### src/rtl/loader_pkg.sv
// Shared types and constants for the boot-time instruction-memory loader.
// Optional feature macro: LOADER_CHECKSUM_EN (adds the CHECK state).
package loader_pkg;

    localparam int unsigned BYTES_PER_WORD = 4;
    localparam int unsigned BYTE_W         = 8;

    typedef enum logic [2:0] {
        StIdle,
        StRecv,
        StWrite,
        StCheck,
        StDone,
        StError
    } loader_state_t;

endpackage

### src/rtl/loader_byte_packer.sv
// Packs an accepted byte stream little-endian into 32-bit words.
// Used by imem_loader; behaviour does not depend on LOADER_CHECKSUM_EN.
module loader_byte_packer
    import loader_pkg::*;
(
    input  logic                             clk,
    input  logic                             arst,
    input  logic                             clear,
    input  logic                             accept,
    input  logic [BYTE_W-1:0]                data,
    output logic                             word_valid,
    output logic [BYTES_PER_WORD*BYTE_W-1:0] word
);

    logic [1:0]                                cnt_q;
    logic [(BYTES_PER_WORD-1)*BYTE_W-1:0]      pack_q;

    always_ff @(posedge clk or posedge arst) begin
        if (arst) begin
            cnt_q  <= '0;
            pack_q <= '0;
        end else if (clear) begin
            cnt_q  <= '0;
            pack_q <= '0;
        end else if (accept) begin
            cnt_q <= cnt_q + 2'd1;
            unique case (cnt_q)
                2'd0:    pack_q[7:0]   <= data;
                2'd1:    pack_q[15:8]  <= data;
                2'd2:    pack_q[23:16] <= data;
                default: ;
            endcase
        end
    end

    // The 4th byte bypasses the register so the word is available in the accepting cycle.
    assign word_valid = accept && (cnt_q == 2'd3);
    assign word       = {data, pack_q};

endmodule

### src/rtl/imem_loader.sv
// Boot loader: streams bytes into instruction memory, then raises cpu_enable.
// Optional feature macro: LOADER_CHECKSUM_EN (trailing XOR checksum byte).
module imem_loader
    import loader_pkg::*;
#(
    parameter logic [63:0] BASE_ADDR = 64'h0,
    parameter int unsigned MAX_WORDS = 128,
    parameter int unsigned WCNT_W    = 8
) (
    input  logic              clk,
    input  logic              arst,
    input  logic              load_start,
    input  logic [WCNT_W-1:0] word_count,
    input  logic              s_valid,
    input  logic [7:0]        s_data,
    output logic              s_ready,
    output logic [63:0]       addr_ext,
    output logic              wen_ext,
    output logic              ren_ext,
    output logic [31:0]       wdata_ext,
    output logic              cpu_enable,
    output logic              busy,
    output logic              error
);

    localparam logic [WCNT_W-1:0] OneW = WCNT_W'(1);

    loader_state_t     state_q;
    logic [WCNT_W-1:0] count_q;
    logic [WCNT_W-1:0] idx_q;
    logic [63:0]       addr_q;
    logic [31:0]       wdata_q;
    logic              start_ok;
    logic              in_recv;
    logic              word_valid;
    logic [31:0]       word;

    assign start_ok = load_start &&
                      (state_q == StIdle || state_q == StDone || state_q == StError);
    assign in_recv  = (state_q == StRecv);

    loader_byte_packer u_packer (
        .clk        (clk),
        .arst       (arst),
        .clear      (start_ok),
        .accept     (in_recv && s_valid),
        .data       (s_data),
        .word_valid (word_valid),
        .word       (word)
    );

`ifdef LOADER_CHECKSUM_EN
    logic [7:0] xor_q;

    always_ff @(posedge clk or posedge arst) begin
        if (arst) begin
            xor_q <= '0;
        end else if (start_ok) begin
            xor_q <= '0;
        end else if (in_recv && s_valid) begin
            xor_q <= xor_q ^ s_data;
        end
    end

    assign s_ready = in_recv || (state_q == StCheck);
`else
    assign s_ready = in_recv;
`endif

    always_ff @(posedge clk or posedge arst) begin
        if (arst) begin
            state_q <= StIdle;
            count_q <= '0;
            idx_q   <= '0;
            addr_q  <= '0;
            wdata_q <= '0;
        end else begin
            unique case (state_q)
                StIdle, StDone, StError: begin
                    if (load_start) begin
                        if (word_count == '0) begin
                            state_q <= StDone;
                        end else if (32'(word_count) > MAX_WORDS) begin
                            state_q <= StError;
                        end else begin
                            count_q <= word_count;
                            idx_q   <= '0;
                            state_q <= StRecv;
                        end
                    end
                end
                StRecv: begin
                    // Address and data are captured here so they are stable during WRITE.
                    if (word_valid) begin
                        wdata_q <= word;
                        addr_q  <= BASE_ADDR + {{(62-WCNT_W){1'b0}}, idx_q, 2'b00};
                        state_q <= StWrite;
                    end
                end
                StWrite: begin
                    if (idx_q == count_q - OneW) begin
`ifdef LOADER_CHECKSUM_EN
                        state_q <= StCheck;
`else
                        state_q <= StDone;
`endif
                    end else begin
                        idx_q   <= idx_q + OneW;
                        state_q <= StRecv;
                    end
                end
`ifdef LOADER_CHECKSUM_EN
                StCheck: begin
                    if (s_valid) begin
                        state_q <= (s_data == xor_q) ? StDone : StError;
                    end
                end
`endif
                default: state_q <= StIdle;
            endcase
        end
    end

    assign wen_ext    = (state_q == StWrite);
    assign ren_ext    = 1'b0;
    assign addr_ext   = addr_q;
    assign wdata_ext  = wdata_q;
    assign cpu_enable = (state_q == StDone);
    assign error      = (state_q == StError);
    assign busy       = in_recv || wen_ext || (state_q == StCheck);

endmodule

### config.mk
export PLATFORM = sky130hd
export DESIGN_NAME = imem_loader
export DESIGN_NICKNAME = d
export VERILOG_FILES = /design/src/rtl/loader_pkg.sv /design/src/rtl/loader_byte_packer.sv /design/src/rtl/imem_loader.sv
export SDC_FILE = /design/constraint.sdc
export NUM_CORES = 1
export LEC_CHECK = 0
export BUFFER_PORTS_ARGS = -buffer_cell sky130_fd_sc_hd__buf_2
export CAP_MARGIN = 40
export CELL_PAD_IN_SITES_DETAIL_PLACEMENT = 1
export CELL_PAD_IN_SITES_GLOBAL_PLACEMENT = 2
export CORE_UTILIZATION = 35
export DETAILED_ROUTE_END_ITERATION = 6
export PLACE_DENSITY = 0.86
export SLEW_MARGIN = 20
export SYNTH_ARGS = -nofsm -noshare
export SYNTH_HDL_FRONTEND = slang
export SYNTH_SLANG_ARGS = --single-unit
### constraint.sdc
create_clock -name clk -period 6.2 [get_ports clk]
set_input_delay 1.24 -clock clk [delete_from_list [all_inputs] [get_ports clk]]
set_output_delay 1.24 -clock clk [all_outputs]
set_load 0.005 [all_outputs]
==> metrics.log, run 1 <==
[metrics] average via count per standard cell: 4.83
[metrics] sequential area share after synthesis: 49.8%
[metrics] most common cell after layout, fill and taps aside: sky130_fd_sc_hd__dfrtp_1
[metrics] number of cells produced by synthesis: 397
[metrics] Max rail drop VDD: 0.206 mV
[metrics] x dimension of the die: 112 µm
[metrics] largest cells by area after synthesis: sky130_fd_sc_hd__dfrtp_1, sky130_fd_sc_hd__mux2_2, sky130_fd_sc_hd__buf_4
[metrics] area leader, netlist: sky130_fd_sc_hd__dfrtp_1
[metrics] count of state elements after synthesis: 85
[metrics] htree depth: 3
[metrics] Placed Instances: 589
[metrics] HPWL after DPL: 6.87 mm
[metrics] number of distinct library cells after synthesis: 48
[metrics] Buffers & Inverters on Critical Path: 1
[metrics] endpoint of the worst-slack reg-to-reg timing path: wdata_ext[13]
[metrics] Buffers on Ports: 64
[metrics] worst-margin pin slew: 0.744 ns
[metrics] critical path type: in2reg
[metrics] number of hold buffers added after cts: 0
[metrics] flip-flop cell with the highest count after synthesis: sky130_fd_sc_hd__dfrtp_1
[metrics] num rows: 39
[metrics] wire length of the first global-routing pass: 15.5 mm
[metrics] crit path cell chain: buf_2 -> or4_4 -> or3_1 -> nand4_1 -> mux2_2
[metrics] total vias in the final route: 2920
[metrics] minimum clock period after layout: 3.02 ns
[metrics] register-to-register setup slack: 3.30 ns
[metrics] Std-Cell Core Area: 11700 µm²
[metrics] warnings from Yosys: 0
[metrics] Netlist Area Pre-Place: 4270 µm²
[metrics] commonest cells after routing, fill and taps aside: sky130_fd_sc_hd__dfrtp_1, sky130_fd_sc_hd__buf_2, sky130_fd_sc_hd__conb_1
[metrics] required time of the worst setup path: 6.42 ns
[metrics] combined area of the multi-input logic cells: 1810 µm²
[metrics] area of placed instances: 4530 µm²
[metrics] critical path launch point: word_count[2]
[metrics] starting utilization of the core area: 36.6%
[metrics] run status: completed
[metrics] critical path startpoint category: primary input
[metrics] TritonCTS clock tree: built
[metrics] final critical-path share of the clock period: 48.8%
[metrics] FF-to-FF path depth: 6
[metrics] Crit-path slowest cell: sky130_fd_sc_hd__or4_4
[metrics] CP endpoint: count_q[0]
[metrics] number of setup violations in the final report: 0
[metrics] FF+latch area: 2130 µm²
[metrics] number of nets in the layout: 483
[metrics] fill count: 1319
[metrics] top-level I/O count: 122
[metrics] class of the most critical hold timing path: reg2reg
[metrics] total routing usage reported by global routing: 16.0%
[metrics] Post-CTS Repair Setup Buffers: 0
[metrics] chip height: 112 µm
[metrics] hold path start: addr_ext[5]
[metrics] Worst Setup End Kind: register
[metrics] Peak Freq: 331 MHz
[metrics] CTS Root Cell: sky130_fd_sc_hd__clkbuf_16
[metrics] clock transition at the registers of the reported paths: 0.07 ns
[metrics] number of global-route vias before repair: 3045
[metrics] DRT Pass-1 Iters: 4
[metrics] Antenna diodes: 0
[metrics] mean instance size in the synthesized netlist: 10.8 µm²
[metrics] ys async rst share: 100%
[metrics] TritonCTS buffer count: 9
[metrics] final hold viol count: 0
[metrics] critical path depth in cells: 5
[metrics] Reg2Reg Launch Point: state_q[2]
[metrics] worst hold path stage count: 2
[metrics] standby leakage power: 0.00240 µW
[metrics] antenna violations before repair: 0
[metrics] kind of cell adding the most delay to the critical path: simple AND/OR/NAND/NOR gates
[metrics] Slew HR: 50.2%
[metrics] number of flops mapped to enable cells by yosys: 0
[metrics] share of the synthesized area in the top cell type: 49.8%
[metrics] maximum net fanout on the critical path: 16
[metrics] routed len/inst: 15.7 µm
[metrics] number of design rule violations left after detail routing: 0
[metrics] maximum clock path buffer count: 2
[metrics] post-route cell area: 4860 µm²
[metrics] antenna-violating nets left: 0
[metrics] layout cells sized above 1: 30.5%
[metrics] 1st-iter DRT viols: 74
[metrics] RSZ-0062 raised after global routing: false
[metrics] CTS sink cnt: 85
[metrics] arrival time of data at the critical path endpoint: 3.24 ns
[metrics] DIE AREA: 12600 µm²
[metrics] Power Density: 438 nW/µm²
[metrics] total negative slack: 0 ns
[metrics] max-cap check violation count: 0
[metrics] setup clock skew after layout: 0.00745 ns
[metrics] Final GP Congestion: 0.756
[metrics] remaining global-route overflow: 0
[metrics] final cell count without fillers: 605
[metrics] Worst-Skew Late Latency: 0.34 ns
[metrics] count of instances resized after the clock tree is built: 0
[metrics] largest stage delay on the critical path: 0.54 ns
[metrics] total routed wirelength: 9.47 mm
[metrics] largest net degree at the start of global routing: 48
[metrics] layout overhead on the synthesized area: 13.9%
[metrics] max-slew violation total from the final report: 0
[final cells by class]
type | count | area share (%)
inverters | 12 | 0.953
clock buffers | 9 | 4.63
multi-input cells | 281 | 37.3
flip-flops and latches | 85 | 43.8
clock inverters | 7 | 2.16
well taps | 143 | 3.68
repair buffers | 68 | 7.47
[flip-flops by register name (all words and copies together), names as in the netlist]
| signal | flops |
|---|---|
| idx_q | 8 |
| addr_ext | 8 |
| state_q | 3 |
| u_packer.pack_q | 24 |
| wdata_ext | 32 |
| count_q | 8 |
| u_packer.cnt_q | 2 |
[per-layer routing]
| layer | vias to the layer above | GRT usage, % | routed length, µm |
|---|---|---|---|
| met1 | 1473 | 18.3 | 3830 |
| met5 | - | 0 | 0 |
| met3 | 10 | 4.75 | 374 |
| met4 | 0 | 3.82 | 90 |
| li1 | 1373 | - | - |
| met2 | 64 | 29.2 | 5170 |
[where the power goes]
part	internal (µW)	total (µW)	switching (µW)
clock network	359	592	233
registers	742	887	145
logic	319	651	332
[logic make-up (layout without fill, tap and decap cells)]
group	Yosys count	in the layout	share of synthesized area [%]
AOI/OAI and AO/OA	47	47	7.01
muxes	52	52	13.6
other	1	57	0.0879
and+or+nand+nor	109	109	13.0
buffers and inverters	87	96	12.7
xor gates and xnor gates	10	10	2.05
DFF	85	85	49.8
adders and majority gates	6	6	1.76
[synthesized netlist by cell type, types with 2 or more instances]
cell	n
sky130_fd_sc_hd__buf_4	57
sky130_fd_sc_hd__a22oi_1	2
sky130_fd_sc_hd__o21ai_0	4
sky130_fd_sc_hd__nand4_1	3
sky130_fd_sc_hd__nand2_1	39
sky130_fd_sc_hd__xor2_1	5
sky130_fd_sc_hd__ha_1	6
sky130_fd_sc_hd__inv_1	12
sky130_fd_sc_hd__xnor2_1	5
sky130_fd_sc_hd__or4_4	2
sky130_fd_sc_hd__or2_1	2
sky130_fd_sc_hd__nor2_1	8
sky130_fd_sc_hd__mux2i_1	5
sky130_fd_sc_hd__and3_1	2
sky130_fd_sc_hd__a21oi_1	24
sky130_fd_sc_hd__nand3_1	26
sky130_fd_sc_hd__dfrtp_1	85
sky130_fd_sc_hd__o31ai_1	3
sky130_fd_sc_hd__or3_1	4
sky130_fd_sc_hd__o211ai_1	2
sky130_fd_sc_hd__nand2b_1	4
sky130_fd_sc_hd__nor3_1	4
sky130_fd_sc_hd__buf_1	5
sky130_fd_sc_hd__o311ai_0	2
sky130_fd_sc_hd__clkbuf_1	12
sky130_fd_sc_hd__a211oi_1	2
sky130_fd_sc_hd__nand3b_1	2
sky130_fd_sc_hd__nor4_1	4
sky130_fd_sc_hd__mux2_2	47
[per-stage QoR]
step	worst slack (ns)	hold slack [ns]	utilization [%]	total power (µW)
after floorplan	2.77	0.473	-	1330
after global placement	2.54	0.471	38.7	1520
after detailed placement	2.81	0.474	38.8	1560
after CTS	3.17	0.489	41.7	2170
after global routing	3.04	0.523	41.7	2280
final	3.18	0.479	41.7	2130
[worst reg2reg max path, stage by stage, from the launching register on]
cell	delay, ns
sky130_fd_sc_hd__dfrtp_1	0.46
sky130_fd_sc_hd__nor2b_1	0.37
sky130_fd_sc_hd__and3_1	0.23
sky130_fd_sc_hd__buf_4	0.30
sky130_fd_sc_hd__nand2_1	0.38
sky130_fd_sc_hd__inv_2	0.62
sky130_fd_sc_hd__mux2_2	0.44
[worst min-delay path by stage]
stage	slack, ns	endpoint
2_1_floorplan	0.47	addr_ext[5]
3_3_place_gp	0.47	addr_ext[5]
3_5_place_dp	0.47	addr_ext[5]
4_1_cts	0.49	addr_ext[5]
5_1_grt	0.52	addr_ext[4]
6_report	0.48	addr_ext[5]
No activity file was read; power rests on OpenSTA's default activity.
==> inputs of run 2 (changes only) <==
--- a/config.mk
+++ b/config.mk
@@ -9,9 +9,9 @@
 export CAP_MARGIN = 40
 export CELL_PAD_IN_SITES_DETAIL_PLACEMENT = 1
 export CELL_PAD_IN_SITES_GLOBAL_PLACEMENT = 2
-export CORE_UTILIZATION = 35
+export CORE_UTILIZATION = 29
 export DETAILED_ROUTE_END_ITERATION = 6
-export PLACE_DENSITY = 0.86
+export PLACE_DENSITY = 0.77
 export SLEW_MARGIN = 20
 export SYNTH_ARGS = -nofsm -noshare
 export SYNTH_HDL_FRONTEND = slang
==> constraint.sdc (replaced) <==
create_clock -name clk -period 2.5 [get_ports clk]
set_input_delay 0.5 -clock clk [delete_from_list [all_inputs] [get_ports clk]]
set_output_delay 0.5 -clock clk [all_outputs]
set_load 0.005 [all_outputs]
==> run 2 against run 1 <==
Sequential power grew 150%; register-to-register slack lost 3.2 ns; core utilization down 6.2 points; largest cell class unchanged.
==> metrics.log, run 2 (same netlist as run 1, synthesis figures left out) <==
[metrics] average via count per standard cell: 4.59
[metrics] final critical-path share of the clock period: 96.9%
[metrics] crit path setup slack, layout: 0.0767 ns
[metrics] DRT Pass-1 Iters: 4
[metrics] critical path type: reg2reg
[metrics] final hold viol count: 0
[metrics] number of global-route vias before repair: 3087
[metrics] num rows: 43
[metrics] setup clock skew after layout: 0.00923 ns
[metrics] Peak Freq: 413 MHz
[metrics] largest net degree at the start of global routing: 86
[metrics] Max rail drop VDD: 0.372 mV
[metrics] number of hold buffers added after cts: 0
[metrics] Worst-Skew Late Latency: 0.35 ns
[metrics] largest stage delay on the critical path: 0.42 ns
[metrics] layout overhead on the synthesized area: 17.2%
[metrics] kind of cell adding the most delay to the critical path: simple AND/OR/NAND/NOR gates
[metrics] Final GP Congestion: 0.762
[metrics] Worst Setup End Kind: register
[metrics] number of design rule violations left after detail routing: 0
[metrics] starting utilization of the core area: 30.3%
[metrics] total routing usage reported by global routing: 14.0%
[metrics] Int Pwr: 3500 µW
[metrics] tightest hold margin: 0.273 ns
[metrics] CTS sink cnt: 85
[metrics] Placed Instances: 636
[metrics] fill count: 1631
[metrics] clock transition at the registers of the reported paths: 0.06 ns
[metrics] arrival time of data at the critical path endpoint: 2.67 ns
[metrics] TritonCTS buffer count: 9
[metrics] Power Density: 1050 nW/µm²
[metrics] total negative slack: 0 ns
[metrics] 1st-iter DRT viols: 134
[metrics] sw frac: 33.5%
[metrics] FF+latch area: 2130 µm²
[metrics] Antenna diodes: 0
[metrics] routed len/inst: 15.2 µm
[metrics] HPWL after DPL: 7.16 mm
[metrics] number of nets in the layout: 494
[metrics] worst-margin pin slew: 0.485 ns
[metrics] Std-Cell Core Area: 14100 µm²
[metrics] class of the most critical hold timing path: in2async
[metrics] Buffers on Ports: 64
[metrics] total vias in the final route: 2997
[metrics] Buffers & Inverters on Critical Path: 2
[metrics] critical path startpoint category: register
[metrics] maximum net fanout on the critical path: 5
[metrics] RSZ-0062 raised after global routing: true
[metrics] layout cells sized above 1: 32.3%
[metrics] max reg flops: 32
[metrics] final cell count without fillers: 653
[metrics] CTS Root Cell: sky130_fd_sc_hd__clkbuf_16
[metrics] DIE AREA: 15200 µm²
[metrics] Crit-path slowest cell: sky130_fd_sc_hd__or4_1
[metrics] antenna violations before repair: 0
[metrics] x dimension of the die: 123 µm
[metrics] total routed wirelength: 9.89 mm
[metrics] commonest cells after routing, fill and taps aside: sky130_fd_sc_hd__dfrtp_1, sky130_fd_sc_hd__buf_2, sky130_fd_sc_hd__conb_1
[metrics] required time of the worst setup path: 2.75 ns
[metrics] share of power burned in registers: 41.7%
[metrics] htree depth: 3
[metrics] register-to-register setup slack: 0.08 ns
[metrics] max-cap check violation count: 0
[metrics] combined area of the multi-input logic cells: 1840 µm²
[metrics] number of setup violations in the final report: 0
[metrics] combinational share of power: 33.2%
[metrics] chip height: 123 µm
[metrics] P_sw: 1760 µW
[metrics] most common cell after layout, fill and taps aside: sky130_fd_sc_hd__dfrtp_1
[metrics] remaining global-route overflow: 0
[metrics] standby leakage power: 0.00244 µW
[metrics] Post-Place Setup Slack: -0.116 ns
[metrics] fraction of power consumed by the clock network: 25.1%
[metrics] antenna-violating nets left: 0
[metrics] wire length of the first global-routing pass: 16.0 mm
[metrics] run status: completed
[metrics] maximum clock path buffer count: 2
[metrics] Slew HR: 66.8%
[metrics] TritonCTS clock tree: built
[metrics] max-slew violation total from the final report: 0
[metrics] minimum clock period after layout: 2.42 ns
[metrics] crit path cell chain: inv_1 -> ha_1 -> or3b_4 -> o31a_1 -> o211ai_1 -> nor3_1 -> buf_4 -> or4_1 -> o311ai_2
[metrics] top-level I/O count: 122
## run 2: changes by cell type in the layout (fill, tap and decap cells not counted), sizes merged
cell | before | now
buf | 68 | 79
bufinv | 2 | 1
clkbuf | 9 | 11
clkinv | 2 | 1
clkinvlp | 1 | 4
inv | 14 | 11
## run 2: metrics by stage
stage / area [µm²] / total power (µW) / util [%]
2_1_floorplan: 4480 / 3310 / -
3_3_place_gp: 4680 / 3860 / 33.2
3_5_place_dp: 4680 / 3960 / 33.2
4_1_cts: 4980 / 5330 / 35.3
5_1_grt: 5000 / 5650 / 35.5
6_report: 5000 / 5260 / 35.5
## run 2: worst paths after layout
path	from	to	depth (start not counted)
hold reg to reg	addr_ext[7]	addr_ext[7]	2
setup reg to reg	count_q[1]	idx_q[3]	9
hold / removal	arst	wdata_ext[1]	3
setup / recovery	count_q[1]	idx_q[3]	9
min in group clk	word_count[3]	count_q[3]	2
max in group asynchronous	arst	idx_q[7]	3
## run 2: power groups by stage
stage               Combinational [µW]  Clock (µW)  Sequential (µW)
floorplan                         1180           0             2130
CTS                               1760        1370             2210
global route                      1960        1420             2270
finish                            1750        1320             2190
global placement                  1670           0             2200
detailed placement                1740           0             2230
## run 2: cell type report
class | count | share of cell area [%]
clock inverter | 5 | 1.23
multi-input combinational | 281 | 36.7
timing repair buffer | 79 | 9.41
inverter | 12 | 0.976
sequential | 85 | 42.5
clock buffer | 11 | 4.65
tap | 180 | 4.50
## run 2: routing by layer
layer,GRT usage (%),share of wire [%],routed length [µm],up-vias
met3,4.01,4.7,466,11
met5,0,0,0,-
li1,-,-,-,1404
met2,23.4,50,4990,72
met4,5.35,1.5,147,0
met1,17.0,43,4290,1510
## run 2: timing repair
item / CTS / global route
pin swaps: 0 / 1
gates resized for setup: 1 / 4
buffers inserted: 0 / 1
endpoints found under the setup margin: 6 / 5
## run 2: tightest hold or removal path, delay by kind of cell
family	cells	cell delay, ns
buf+inv	3	0.54
